==> config.mk <==
export PLATFORM = sky130hd
export DESIGN_NAME = bus_xfer_engine
export DESIGN_NICKNAME = d
export VERILOG_FILES = /design/src/rtl/bus_xfer_engine.sv
export SDC_FILE = /design/constraint.sdc
export NUM_CORES = 1
export LEC_CHECK = 0
export BUFFER_PORTS_ARGS = -buffer_cell sky130_fd_sc_hd__buf_4
export CAP_MARGIN = 20
export CORE_MARGIN = 10
export CORE_UTILIZATION = 55
export CTS_CLUSTER_DIAMETER = 30
export DETAILED_ROUTE_END_ITERATION = 6
export PLACE_DENSITY_LB_ADDON = 0.05
export SYNTH_ARGS = -nofsm -noshare
export SYNTH_HDL_FRONTEND = slang
export SYNTH_SLANG_ARGS = --single-unit
==> constraint.sdc <==
create_clock -name clk -period 2.9 [get_ports clk]
set_input_delay 0.58 -clock clk [delete_from_list [all_inputs] [get_ports clk]]
set_output_delay 0.58 -clock clk [all_outputs]
set_load 0.02 [all_outputs]
==> src/rtl/bus_xfer_engine.sv <==
// Register-file transfer engine: MOVE/LOAD (and SWAP) over a single shared internal bus.
// Optional feature: define XFER_SWAP_EN to build the SWAP opcode (tmp register, DRV2/DRV3).
module bus_xfer_engine #(
  parameter int WIDTH  = 4,
  parameter int ADDR_W = 2
) (
  input  logic              clk,
  input  logic              rst,
  input  logic              cmd_valid,
  output logic              cmd_ready,
  input  logic [1:0]        cmd_op,
  input  logic [ADDR_W-1:0] cmd_src,
  input  logic [ADDR_W-1:0] cmd_dst,
  input  logic [WIDTH-1:0]  cmd_imm,
  output logic [WIDTH-1:0]  bus,
  output logic              bus_drv,
  output logic              done,
  output logic              err,
  input  logic [ADDR_W-1:0] rd_addr,
  output logic [WIDTH-1:0]  rd_data
);

  localparam int NREG = 2 ** ADDR_W;
  localparam logic [1:0] OP_MOVE = 2'b00;
  localparam logic [1:0] OP_LOAD = 2'b01;
  localparam logic [1:0] OP_SWAP = 2'b10;

  typedef enum logic [2:0] {
    IDLE = 3'd0,
    DRV1 = 3'd1,
`ifdef XFER_SWAP_EN
    DRV2 = 3'd2,
    DRV3 = 3'd3,
`endif
    DONE = 3'd4,
    ERR  = 3'd5
  } state_t;

  state_t              state_q, state_d;
  logic                init_q;
  logic [1:0]          op_q;
  logic [ADDR_W-1:0]   src_q, dst_q;
  logic [WIDTH-1:0]    imm_q;
  logic [WIDTH-1:0]    regs_q [NREG];
  logic [WIDTH-1:0]    bus_s;
  logic                bus_drv_s, done_s, err_s, ready_s, accept_s;
  logic                wr_en_s;
  logic [ADDR_W-1:0]   wr_addr_s;
`ifdef XFER_SWAP_EN
  logic [WIDTH-1:0]    tmp_q;
  logic                tmp_ld_s;
`endif

  // init_q keeps cmd_ready low until the first edge after reset release
  assign ready_s  = init_q && (state_q == IDLE);
  assign accept_s = cmd_valid && ready_s;

  always_comb begin
    state_d   = state_q;
    bus_s     = '0;
    bus_drv_s = 1'b0;
    done_s    = 1'b0;
    err_s     = 1'b0;
    wr_en_s   = 1'b0;
    wr_addr_s = dst_q;
`ifdef XFER_SWAP_EN
    tmp_ld_s  = 1'b0;
`endif
    case (state_q)
      IDLE: begin
        if (accept_s) begin
          case (cmd_op)
            OP_MOVE, OP_LOAD: state_d = DRV1;
`ifdef XFER_SWAP_EN
            OP_SWAP:          state_d = DRV1;
`endif
            default:          state_d = ERR;
          endcase
        end else begin
          state_d = IDLE;
        end
      end
      DRV1: begin
        bus_drv_s = 1'b1;
        bus_s     = (op_q == OP_LOAD) ? imm_q : regs_q[src_q];
`ifdef XFER_SWAP_EN
        if (op_q == OP_SWAP) begin
          tmp_ld_s = 1'b1;
          state_d  = DRV2;
        end else begin
          wr_en_s  = 1'b1;
          state_d  = DONE;
        end
`else
        wr_en_s   = 1'b1;
        state_d   = DONE;
`endif
      end
`ifdef XFER_SWAP_EN
      DRV2: begin
        bus_drv_s = 1'b1;
        bus_s     = regs_q[dst_q];
        wr_en_s   = 1'b1;
        wr_addr_s = src_q;
        state_d   = DRV3;
      end
      DRV3: begin
        bus_drv_s = 1'b1;
        bus_s     = tmp_q;
        wr_en_s   = 1'b1;
        state_d   = DONE;
      end
`endif
      DONE: begin
        done_s  = 1'b1;
        state_d = IDLE;
      end
      ERR: begin
        err_s   = 1'b1;
        state_d = IDLE;
      end
      default: state_d = IDLE;
    endcase
  end

  always_ff @(posedge clk or posedge rst) begin
    if (rst) begin
      state_q <= IDLE;
      init_q  <= 1'b0;
      op_q    <= 2'b00;
      src_q   <= '0;
      dst_q   <= '0;
      imm_q   <= '0;
    end else begin
      state_q <= state_d;
      init_q  <= 1'b1;
      if (accept_s) begin
        op_q  <= cmd_op;
        src_q <= cmd_src;
        dst_q <= cmd_dst;
        imm_q <= cmd_imm;
      end
    end
  end

  // Reset dominates, so an edge coinciding with rst high never writes
  always_ff @(posedge clk or posedge rst) begin
    if (rst) begin
      for (int i = 0; i < NREG; i++) regs_q[i] <= '0;
    end else if (wr_en_s) begin
      regs_q[wr_addr_s] <= bus_s;
    end
  end

`ifdef XFER_SWAP_EN
  always_ff @(posedge clk or posedge rst) begin
    if (rst) begin
      tmp_q <= '0;
    end else if (tmp_ld_s) begin
      tmp_q <= bus_s;
    end
  end
`endif

  assign cmd_ready = ready_s;
  assign bus       = bus_s;
  assign bus_drv   = bus_drv_s;
  assign done      = done_s;
  assign err       = err_s;
  assign rd_data   = regs_q[rd_addr];

endmodule

Yosys cells after proc, flatten, opt, wreduce, memory -nomap -nowiden. Cells that the tools add are included.

Register bits: 30. Output and inout bits: 12. Word-level logic and storage cells: 45.

$lt $le $gt $ge: 4. Equal/unequal tests: 5. Multiplexer cells: 17. Bitwise logic cells: 3. Reductions and logical operators: 6.

Operators by type and width (number): two-way mux 4 bit (7); binary-select mux 4 bit (select 2 bit) (2); bitwise mux 16 bit (1); >= comparator 3 bit (second input constant) (3); NOT 2 -> 3 bit (3); demux 4 bit (select 2 bit) (1); equality test 3 bit (second input constant) (2); two-way mux 3 bit (2); one-hot mux 3 bit (2 select lines) (1); equality test 2 x 1 -> 1 bit (second input constant) (2); equality test 3 x 1 -> 1 bit (second input constant) (1); logical AND 1 bit (3); zero test 3 bit (1); < comparator 3 x 1 -> 1 bit (second input constant) (1); two-way mux 1 bit (3); zero test 2 bit (1); OR reduction 2 bit (1).

Longest topological paths before layout. Gate-level depths: netlist of run 1.

Depth in word-level cells: 7. Mapped depth: 4. Gate-level depth less buffers: 3.

Worst setup path before layout of run 1. OpenSTA, ideal clock, no wires.

Path type: flip-flop to output port. From: register src_q[0]. To: output port bus[3]. Arrival time: 1.305 ns. Required time: 2.320 ns. Path slack: 1.015 ns. Stages on the path, launching flop included: 5. Path buffers: 1. Cell sequence: dfrtp_1 buf_2 mux2_2 nand3b_1 a31oi_1.

Longest elaborated chain between the ends: 6.

Ends and longest elaborated chain: from (decl) (line 42) `logic [ADDR_W-1:0] src_q, dst_q;`; from (signal assigned) (line 139) `src_q <= cmd_src;`; NOT 2 -> 3 bit (implied by the code) (line 85) `bus_s = (op_q == OP_LOAD) ? imm_q : regs_q[src_q];`; binary-select mux 4 bit (select 2 bit) (line 85); two-way mux 4 bit (implied by the code) (2 in series) (line 85); two-way mux 4 bit (line 85); two-way mux 4 bit (line 69) `case (state_q)`; to (decl) (line 15) `output logic [WIDTH-1:0] bus,`.

Every way passes these cells. The select of a mux whose other input is x is not followed.

Worst setup path after layout of run 1.
From: register src_q[0]. To: output port bus[0].

Same word-level chain as after synthesis.

==> results of run 1 <==
per-stage QoR:
| step | instance area, sq um | power, uW | hold slack, ps |
|---|---|---|---|
| 2_1_floorplan | 1530 | 1160 | 474 |
| 3_3_place_gp | 1730 | 1330 | 506 |
| 3_5_place_dp | 1730 | 1350 | 516 |
| 4_1_cts | 1800 | 1630 | 330 |
| 5_1_grt | 1800 | 1730 | 341 |
| 6_report | 1800 | 1620 | 327 |
layer usage:
layer | part of all wire (%) | GRT usage, % | routed length, microns | up-vias
met5 | 0 | 0 | 0 | -
met4 | 1.2 | 6.33 | 41 | 0
met3 | 7.2 | 5.17 | 238 | 5
met2 | 47 | 21.0 | 1570 | 31
met1 | 44 | 16.3 | 1470 | 514
li1 | - | - | - | 508
flip-flops by register name, indices dropped and copies added, names as in the netlist:
| register | cells |
|---|---|
| src_q | 2 |
| regs_q | 16 |
| imm_q | 4 |
| op_q | 2 |
| dst_q | 2 |
| state_q | 2 |
| init_q | 1 |
kinds of logic after synthesis:
group / Yosys count
buffers and inverters: 9
multiplexers: 21
AND/OR/NAND/NOR: 37
AO/OA/AOI/OAI: 24
other: 1
flip-flops: 29
cell type report:
type                       instances  area, sq um
clock buffer                       7         65.1
clock inverter                     1         5.00
fill                             213          908
inverter                           3         11.3
multi-input combinational         83          753
sequential                        29          726
tap                               31         38.8
timing repair buffer              27          203
worst paths after layout:
kind / to / slack (ps) / depth (start not counted)
max: bus[0] / 480 / 4
min: imm_q[2] / 330 / 3
max reg2reg: regs_q[2] / 1410 / 3
min reg2reg: imm_q[2] / 540 / 1
max in group asynchronous: src_q[1] / 2300 / 3
min in group clk: state_q[2] / 480 / 3
cell usage after synthesis:
cell,number
conb_1,1
nor2_1,16
and2_1,1
mux2_2,10
buf_6,1
mux4_2,4
nor4b_4,1
and4bb_2,2
a31oi_1,13
nand2_1,2
dfrtp_1,29
and3b_1,3
nand3_1,2
buf_2,4
nand2b_1,2
o21ai_0,1
a41oi_1,4
nor2b_1,1
mux2_4,7
inv_1,3
and4b_1,1
clkbuf_1,1
a21oi_1,3
a31oi_4,3
and4bb_4,1
nand3b_1,4
nor3b_1,1
critical path, stage by stage, from the launching register on:
cell	delay (ps)
dfrtp_1	590
mux2_2	420
a31oi_4	240
a21oi_1	100
buf_4	170
placed cells by master, fill, tap and decap left out:
| cell | count |
|---|---|
| inv_1 | 3 |
| and4b_1 | 1 |
| a31oi_4 | 3 |
| and4bb_4 | 1 |
| nand3b_1 | 4 |
| mux4_2 | 4 |
| nand3_1 | 2 |
| nand2b_1 | 2 |
| a21oi_1 | 3 |
| nor2_1 | 16 |
| a31oi_1 | 13 |
| o21ai_0 | 1 |
| nor2b_1 | 1 |
| nor4b_4 | 1 |
| and4bb_2 | 2 |
| mux2_4 | 7 |
| a41oi_1 | 4 |
| nand2_1 | 2 |
| and3b_1 | 3 |
| mux2_2 | 10 |
| nor3b_1 | 1 |
| dfrtp_1 | 29 |
| conb_1 | 1 |
| and2_1 | 1 |
| clkbuf_8 | 2 |
| clkinv_2 | 1 |
| clkbuf_4 | 5 |
| buf_4 | 27 |
power groups by stage:
stage | Combinational (uW) | Clock (uW) | Sequential [uW]
floorplan | 512 | 0 | 650
global placement | 625 | 0 | 700
detailed placement | 640 | 0 | 709
CTS | 643 | 288 | 701
global route | 693 | 305 | 732
finish | 638 | 278 | 699
==> metrics, run 1 <==
IO Count 27; Pint 1040 uW; total CTS buffers 5; worst r2r src src_q[0]; Min Clock Period, post-route approximately 2400 ps; ANT nets after route 0; worst slew pin tran between 400 and 500 ps; P_sw between 500 and 600 uW; first-pass GRT wire length 5.71 mm; CP Class flop to output pin; vias per cell roughly 5.8; nature of the critical path startpoint flop; simple-gate share of the synthesized area 15.8%; antenna cells 0; DRC violations left 0; Comb pwr share ~40%; synth top area cells dfrtp_1 48%, mux2_2 7.4%, mux2_4 6.9%; Die H about 73 microns; Seq/Total Area, Yosys between 40% and 50%; Area Growth Syn to Fin 18.1%; Seq pwr share between 40 and 50%; Slew Limit Fails 0; P per Cell Area approximately 900 nW/um^2; global route total overflow 0; die area between 5000 and 6000 sq um; max cap viols 0; placed cell count 173; status completed; clk sinks 29; synthesis-stage register bit count 29; Distinct cells, synth 27; Max Clk Rate approximately 410 MHz; Yosys top cell area share between 40% and 50%; xor/xnor share of the synthesized area 0%; post-CTS setup buffers 0; Nets 164; Leakage roughly 0.0008 uW; hold crit path type input pin to asynchronous set/reset pin; Worst EP arrival around 1800 ps; fin cells about 180; Reg clk slew, reported paths approximately 100 ps; switch share between 30% and 40%; DP Worst Slack around 830 ps; PostCTS Resize Cnt 0; final hold violations 0; syn nets 136; Worst VDD drop between 0.0006 and 0.0007 V; post-DP HPWL between 2 and 2.5 mm; Placer Congestion approximately 0.84; Die Wd between 70 and 80 microns; htree depth 2; Routed WL about 3.3 mm; max_slew headroom 66.8%; Avg Inst Size Synth ~13 sq um; ratio of cells with drive above 1 in the final layout between 40% and 50%; largest net degree at the start of global routing 30; row count 19; Yosys top cell by area dfrtp_1; Final setup viols 0; drt initial violations 43; Post-Syn Area approximately 1500 sq um; clock network power share 17.2%; GRT Resource Usage Total about 14%; initial antenna violation count 0; Critical Path Start src_q[0]; total negative slack 0 ps; Clock Path Buffers 2; WP data required 2320 ps; fin worst setup slack 484 ps; YS warnings 0; vias post-DR between 1,000 and 1,500; post-synthesis adder-cell area fraction 0%; CTS tree yes; Clock Latency Late Sink around 330 ps; drt first pass iters 4; complex-gate fraction of the synthesized area 13.1%; CTS root buffer clkbuf_4; Hold-fix buffers, CTS 0; RSZ-0062 raised after global routing false; Starting Density 56.3%; Worst Skew around 11 ps; Worst Setup End Kind output pin; post-synthesis mux area share roughly a fifth; drt wl/cell ~18 microns; cells after synthesis ~120; CP max FO 9; number of port buffers 26; period utilization a little over four fifths; vias in the first global route 1,141; Core Area 2710 sq um; largest family of logic cells by synthesized area multiplexers; fin util ~66%
(Power assumes the default switching activity.)
==> run 2: changes to the inputs <==
--- a/config.mk
+++ b/config.mk
@@ -8,7 +8,7 @@
 export BUFFER_PORTS_ARGS = -buffer_cell sky130_fd_sc_hd__buf_4
 export CAP_MARGIN = 20
 export CORE_MARGIN = 10
-export CORE_UTILIZATION = 55
+export CORE_UTILIZATION = 49
 export CTS_CLUSTER_DIAMETER = 30
 export DETAILED_ROUTE_END_ITERATION = 6
 export PLACE_DENSITY_LB_ADDON = 0.05
==> constraint.sdc (replaced) <==
create_clock -name clk -period 1.95 [get_ports clk]
set_input_delay 0.39 -clock clk [delete_from_list [all_inputs] [get_ports clk]]
set_output_delay 0.39 -clock clk [all_outputs]
set_load 0.02 [all_outputs]
==> metrics, run 2 (synthesized netlist as in run 1, its figures left out) <==
Worst VDD drop 0.000653 V (+7.7%); period utilization 103%; initial antenna violation count 0 (unchanged); vias post-DR 1,161 (+9.7%); CP Class flop to output pin; Worst R2R Path Depth 10 (+7); Leakage 0.000879 uW (+11%); nature of the critical path startpoint flop; hold crit path type input pin to asynchronous set/reset pin; number of port buffers 26 (unchanged); DRC violations left 0 (unchanged); Critical Path Sink bus[0]; htree depth 2 (unchanged); R2R setup slack 70 ps (-1340 ps); CP max FO 7 (-2); Reg clk slew, reported paths 90 ps (about the same); Slew Limit Fails 0 (unchanged); worst r2r src src_q[0]; GRT Resource Usage Total 13.3% (-0.31 points); drt wl/cell 16.5 microns (-10%); Routed WL 3.49 mm (+5.0%); drt initial violations 121 (+180%); CTS root buffer clkbuf_4; Die Wd 75.8 microns (+4.3%); WP data required 1560 ps (-760 ps); RSZ-0062 raised after global routing true; fin worst setup slack -52.5 ps (-536 ps); Starting Density 50.4% (-5.9 points); Hold-fix buffers, CTS 0 (unchanged); vias in the first global route 1,194 (+4.6%); Min Clock Period, post-route around 2000 ps; vias per cell 5.48 (-6.3%); post-DP HPWL 2.43 mm (-1.3%); Worst EP arrival 1610 ps (-230 ps); Die H 75.8 microns (+4.3%); drt first pass iters 4 (unchanged); clk sinks 29 (unchanged); ratio of cells with drive above 1 in the final layout 53.0% (+11 points); register area 728 sq um (+0.34%); status finished with violations; Clock Latency Late Sink 320 ps (about the same); worst slew pin tran 537 ps (+41.1 ps); ANT nets after route 0 (unchanged); Area Growth Syn to Fin 30.8%; max cap viols 0 (unchanged); DP Worst Slack 106 ps (-724 ps); final hold violations 0 (unchanged); number of flip-flops under the largest register name 16 (unchanged); Core Area 3030 sq um (+12%); total CTS buffers 5 (unchanged); placed cell count 190 (+9.8%); most common cell after layout, fill and taps aside buf_4; die area 5740 sq um (+8.8%); CTS tree yes; area of the multi-input gates 807 sq um (+7.1%); Final setup viols 4 (+4); max_slew headroom 64.1% (-2.8 points); Nets 182 (+11%); first-pass GRT wire length 5.69 mm (-0.37%); Finished Cell Area 1990 sq um (+11%); R2R Path End regs_q[3]; Worst Setup End Kind output pin; Max Clk Rate around 500 MHz; Top reg by flops regs_q; P per Cell Area 1310 nW/um^2 (+46%); total negative slack -171 ps (-171 ps); most frequent cells in the layout 44 x buf_4, 27 x dfrtp_1, 16 x nor2_1, 13 x a31oi_1, 10 x mux2_4; Placer Congestion 0.829 (-1.8%); failing checks setup timing; Worst Hold Margin 119 ps (-208 ps); IO Count 27 (unchanged); Clock Path Buffers 2 (unchanged); row count 20 (+1); antenna cells 0 (unchanged); Worst Skew 8.70 ps (-2.14 ps); DP Area 1780 sq um (+2.7%); global route total overflow 0 (unchanged); largest net degree at the start of global routing 30 (unchanged); Critical Path Start src_q[0]; fin cells 212 (+17%); largest registers regs_q (16), imm_q (4); fillers 247 (+16%)
run 2: changes by cell type in the layout (fill, tap and decap cells not counted), moves of 2 or more:
cell      delta
buf_4       +17
a41oi_1      -3
a41oi_2      +3
mux2_2       -3
mux2_4       +3
a21oi_1      -2
a21oi_2      +2
clkbuf_8     -2
dfrtp_1      -2
dfrtp_2      +2
run 2: layout make-up:
cell class	count	area share, %
clock buffer	6	2.07
tap	44	2.76
inverter	3	0.565
multi-input combinational	83	40.5
sequential	29	36.5
timing repair buffer	45	17.1
clock inverter	2	0.502
run 2: routing by layer:
layer	up-vias	wire length, microns	GRT usage [%]
met5	-	0	0
met4	0	36	6.19
met3	4	185	4.43
met2	34	1670	20.6
met1	575	1600	16.3
li1	548	-	-
run 2: report_power, final:
group	internal, uW	switching, uW	total [uW]
logic	703	519	1220
clock network	137	201	338
registers	828	227	1050
total	1670	947	2610
run 2: worst min path at each step:
| stage | startpoint | to | slack, ps | depth (start not counted) |
|---|---|---|---|---|
| global placement | rst | imm_q[1] | 480 | 3 |
| CTS | rst | imm_q[1] | 110 | 3 |
| floorplan | rst | dst_q[0] | 470 | 1 |
| global route | rst | regs_q[2] | 150 | 3 |
| finish | rst | imm_q[1] | 120 | 3 |
| detailed placement | rst | imm_q[1] | 480 | 3 |
run 2: metrics by stage:
step,utilization (%),total power [uW]
5_1_grt,65.9,2790
3_3_place_gp,58.7,2020
4_1_cts,64.0,2530
3_5_place_dp,58.7,2040
2_1_floorplan,-,1730
6_report,65.9,2610
run 2: what timing repair did:
action	in CTS	in global routing
setup buffers	11	3
setup endpoints to repair	4	7
gates resized for setup	7	7
cloned	0	0
pin swaps	5	1
run 2: worst max-delay path, cell delays in order (launching register included):
cell      delay, ps
dfrtp_2         480
buf_6           150
mux2_4          290
nand3b_1        130
a21oi_2          80
buf_4           170
==> run 3: changes to the inputs <==
--- a/config.mk
+++ b/config.mk
@@ -5,6 +5,7 @@
 export SDC_FILE = /design/constraint.sdc
 export NUM_CORES = 1
 export LEC_CHECK = 0
+export ABC_AREA = 1
 export BUFFER_PORTS_ARGS = -buffer_cell sky130_fd_sc_hd__buf_4
 export CAP_MARGIN = 20
 export CORE_MARGIN = 10
==> constraint.sdc (replaced) <==
create_clock -name clk -period 1.95 [get_ports clk]
set_input_delay 0.0975 -clock clk [delete_from_list [all_inputs] [get_ports clk]]
set_output_delay 0.0975 -clock clk [all_outputs]
set_load 0.02 [all_outputs]
==> metrics, run 3 <==
clk sinks 29 (unchanged); count leader, synth nand2_1; Crit path largest cell delay 490 ps (about the same); Routed WL 3.92 mm (+12%); CP max FO 9 (+2); ANT nets after route 0 (unchanged); die area 5660 sq um (-1.5%); synthesis-stage register bit count 29 (unchanged); fillers 242 (-2.0%); Seq/Total Area, Yosys 48.6% (+1.0 points); DP Worst Slack 653 ps (+547 ps); Yosys top cell by area dfrtp_1; htree depth 2 (unchanged); Post-Syn Area 1490 sq um (-2.1%); fin worst setup slack 300 ps (+352 ps); Yosys top cell area share 48.6% (+1.0 points); CTS root buffer clkbuf_4; EDFF count, synth 0 (unchanged); drt initial violations 196 (+62%); P per Cell Area 915 nW/um^2 (-30%); switch share 33.2% (-3.0 points); number of flip-flops under the largest register name 16 (unchanged); Clock Path Buffers 2 (unchanged); post-DP HPWL 2.92 mm (+20%); Min Clock Period, post-route 1650 ps (-352 ps); Core Area 2830 sq um (-6.6%); total CTS buffers 5 (unchanged); Avg Inst Size Synth 7.51 sq um (-40%); R2R setup slack 590 ps (+520 ps); nature of the critical path startpoint flop; hold crit path type input pin to flop; Clock Latency Late Sink 340 ps (+20 ps); cell family with most CP delay flip-flops; CP cell instances inv_2, nand2_1, nand3_1, nand2_1, a21oi_1, buf_4; most frequent cells in the layout 78 x nand2_1, 29 x dfrtp_1, 27 x buf_4, 24 x nand3_1; Pint 1150 uW (-31%); critical path's slowest cell dfrtp_1; final hold violations 0 (unchanged); global route total overflow 0 (unchanged); Top reg by flops regs_q; IO Count 27 (unchanged); most common cell after layout, fill and taps aside nand2_1; Placer Congestion 0.949 (+14%); ys flop type dfrtp_1; number of port buffers 26 (unchanged); CTS tree yes; largest net degree at the start of global routing 20 (-33%); Slew Limit Fails 0 (unchanged); antenna cells 0 (unchanged); PostCTS Resize Cnt 0 (-7); Comb pwr share 24.0% (-23 points); vias post-DR 1,441 (+24%); Post-synth top cells 78 x nand2_1, 29 x dfrtp_1, 24 x nand3_1, 14 x inv_1, 14 x o21ai_0; most used cell along the critical path nand2_1; period utilization 84.6% (-18 points); RSZ-0062 raised after global routing false; P_sw 573 uW (-39%); drt first pass iters 5 (+1); area of the multi-input gates 662 sq um (-18%); Nets 253 (+39%); Leakage 0.00103 uW (+17%); Worst EP arrival 1550 ps (-60 ps); Area Growth Syn to Fin 26.2%; Starting Density 52.8% (+2.4 points); total negative slack 0 ps (+171 ps); max cap viols 0 (unchanged); largest registers regs_q (16), imm_q (4); clock network power share 30.7% (+18 points); Die Wd 75.2 microns (-0.76%); first-pass GRT wire length 6.56 mm (+15%); Worst Setup End Kind output pin; Die H 75.2 microns (-0.76%); synth top area cells dfrtp_1 49%, nand2_1 20%, nand3_1 8.0%; register area 726 sq um (-0.34%); Final setup viols 0 (-4); CP bufs+invs 2 (unchanged); YS warnings 0 (unchanged); Seq pwr share 45.4% (+5.1 points); DRC violations left 0 (unchanged); Worst Skew 14.3 ps (+5.63 ps); syn nets 214 (+57%); Reg clk slew, reported paths 90 ps (about the same); Max Clk Rate 606 MHz (+21%); cells after synthesis 199 (+64%); Distinct cells, synth 19 (-30%); GRT Resource Usage Total 15.3% (+2.0 points); vias in the first global route 1,361 (+14%); Synth async-reset ratio 100% (unchanged); Worst VDD drop 0.000552 V (-16%); vias per cell 5.34 (-2.5%); ratio of cells with drive above 1 in the final layout 20.1% (-33 points); CP Class flop to output pin; WP data required 1850 ps (+290 ps); drt wl/cell 14.5 microns (-12%); row count 19 (-5.0%); initial antenna violation count 0 (unchanged); status completed
## run 3: cell count changes after synthesis, moves of 10 or more
cell and change:
a31oi_1 -13, nand2_1 +76, nand3_1 +22, o21ai_0 +13
inv_1 +11, mux2_2 -10
## run 3: layout make-up
cell class	count	area share, %
Multi-Input combinational cell	145	35.1
Timing Repair Buffer	36	15.5
Tap cell	31	2.06
Clock buffer	7	2.92
Inverter	21	4.31
Clock inverter	1	1.59
Sequential cell	29	38.5
## run 3: cell families after synthesis
kind of cell           after synthesis  synth area share, %
AOI/OAI and AO/OA                   26                 9.05
and+or+nand+nor                    118                 35.0
buffers and inverters               25                 7.12
other                                1                0.251
DFF                                 29                 48.6
## run 3: path summary, 6_finish.rpt
kind | startpoint | endpoint | cells after the start
setup / recovery | src_q[0] | bus[1] | 6
hold / removal | cmd_src[0] | src_q[0] | 3
setup reg to reg | op_q[1] | regs_q[5] | 6
hold reg to reg | imm_q[2] | imm_q[2] | 2
max in group asynchronous | rst | regs_q[8] | 4
min in group asynchronous | rst | regs_q[2] | 3
## run 3: power groups by stage
stage / Clock [uW] / Sequential, uW / Combinational (uW)
after global placement: 0 / 791 / 384
after global routing: 564 / 794 / 466
after detailed placement: 0 / 792 / 394
after floorplan: 0 / 755 / 299
final: 529 / 783 / 413
after CTS: 529 / 781 / 411
## run 3: tightest hold or removal path, cell delays in order
cell and delay, ps:
buf_4 80, nand2_1 50, o21ai_0 80
## run 3: per-stage QoR
step | hold slack, ps | util [%] | total power, uW | instances | instance area [sq um]
after detailed placement | 119 | 60.5 | 1190 | 253 | 1710
after global placement | 107 | 60.5 | 1170 | 253 | 1710
after global routing | 18.4 | 66.7 | 1820 | 270 | 1890
final | 22.3 | 66.7 | 1730 | 270 | 1890
after CTS | 20.0 | 66.7 | 1720 | 270 | 1890
after floorplan | 176 | - | 1050 | 199 | 1490
## run 3: what timing repair did
| action | CTS | global route |
|---|---|---|
| hold endpoints to repair | 18 | 0 |
| setup buffers | 0 | 0 |
| hold buffers | 9 | 0 |
## run 3: routing by layer
layer,up-vias,wire length [microns],track usage (%)
li1,711,-,-
met1,659,1690,20.1
met2,63,1830,23.0
met3,8,338,5.12
met4,0,60,5.36
met5,-,0,0
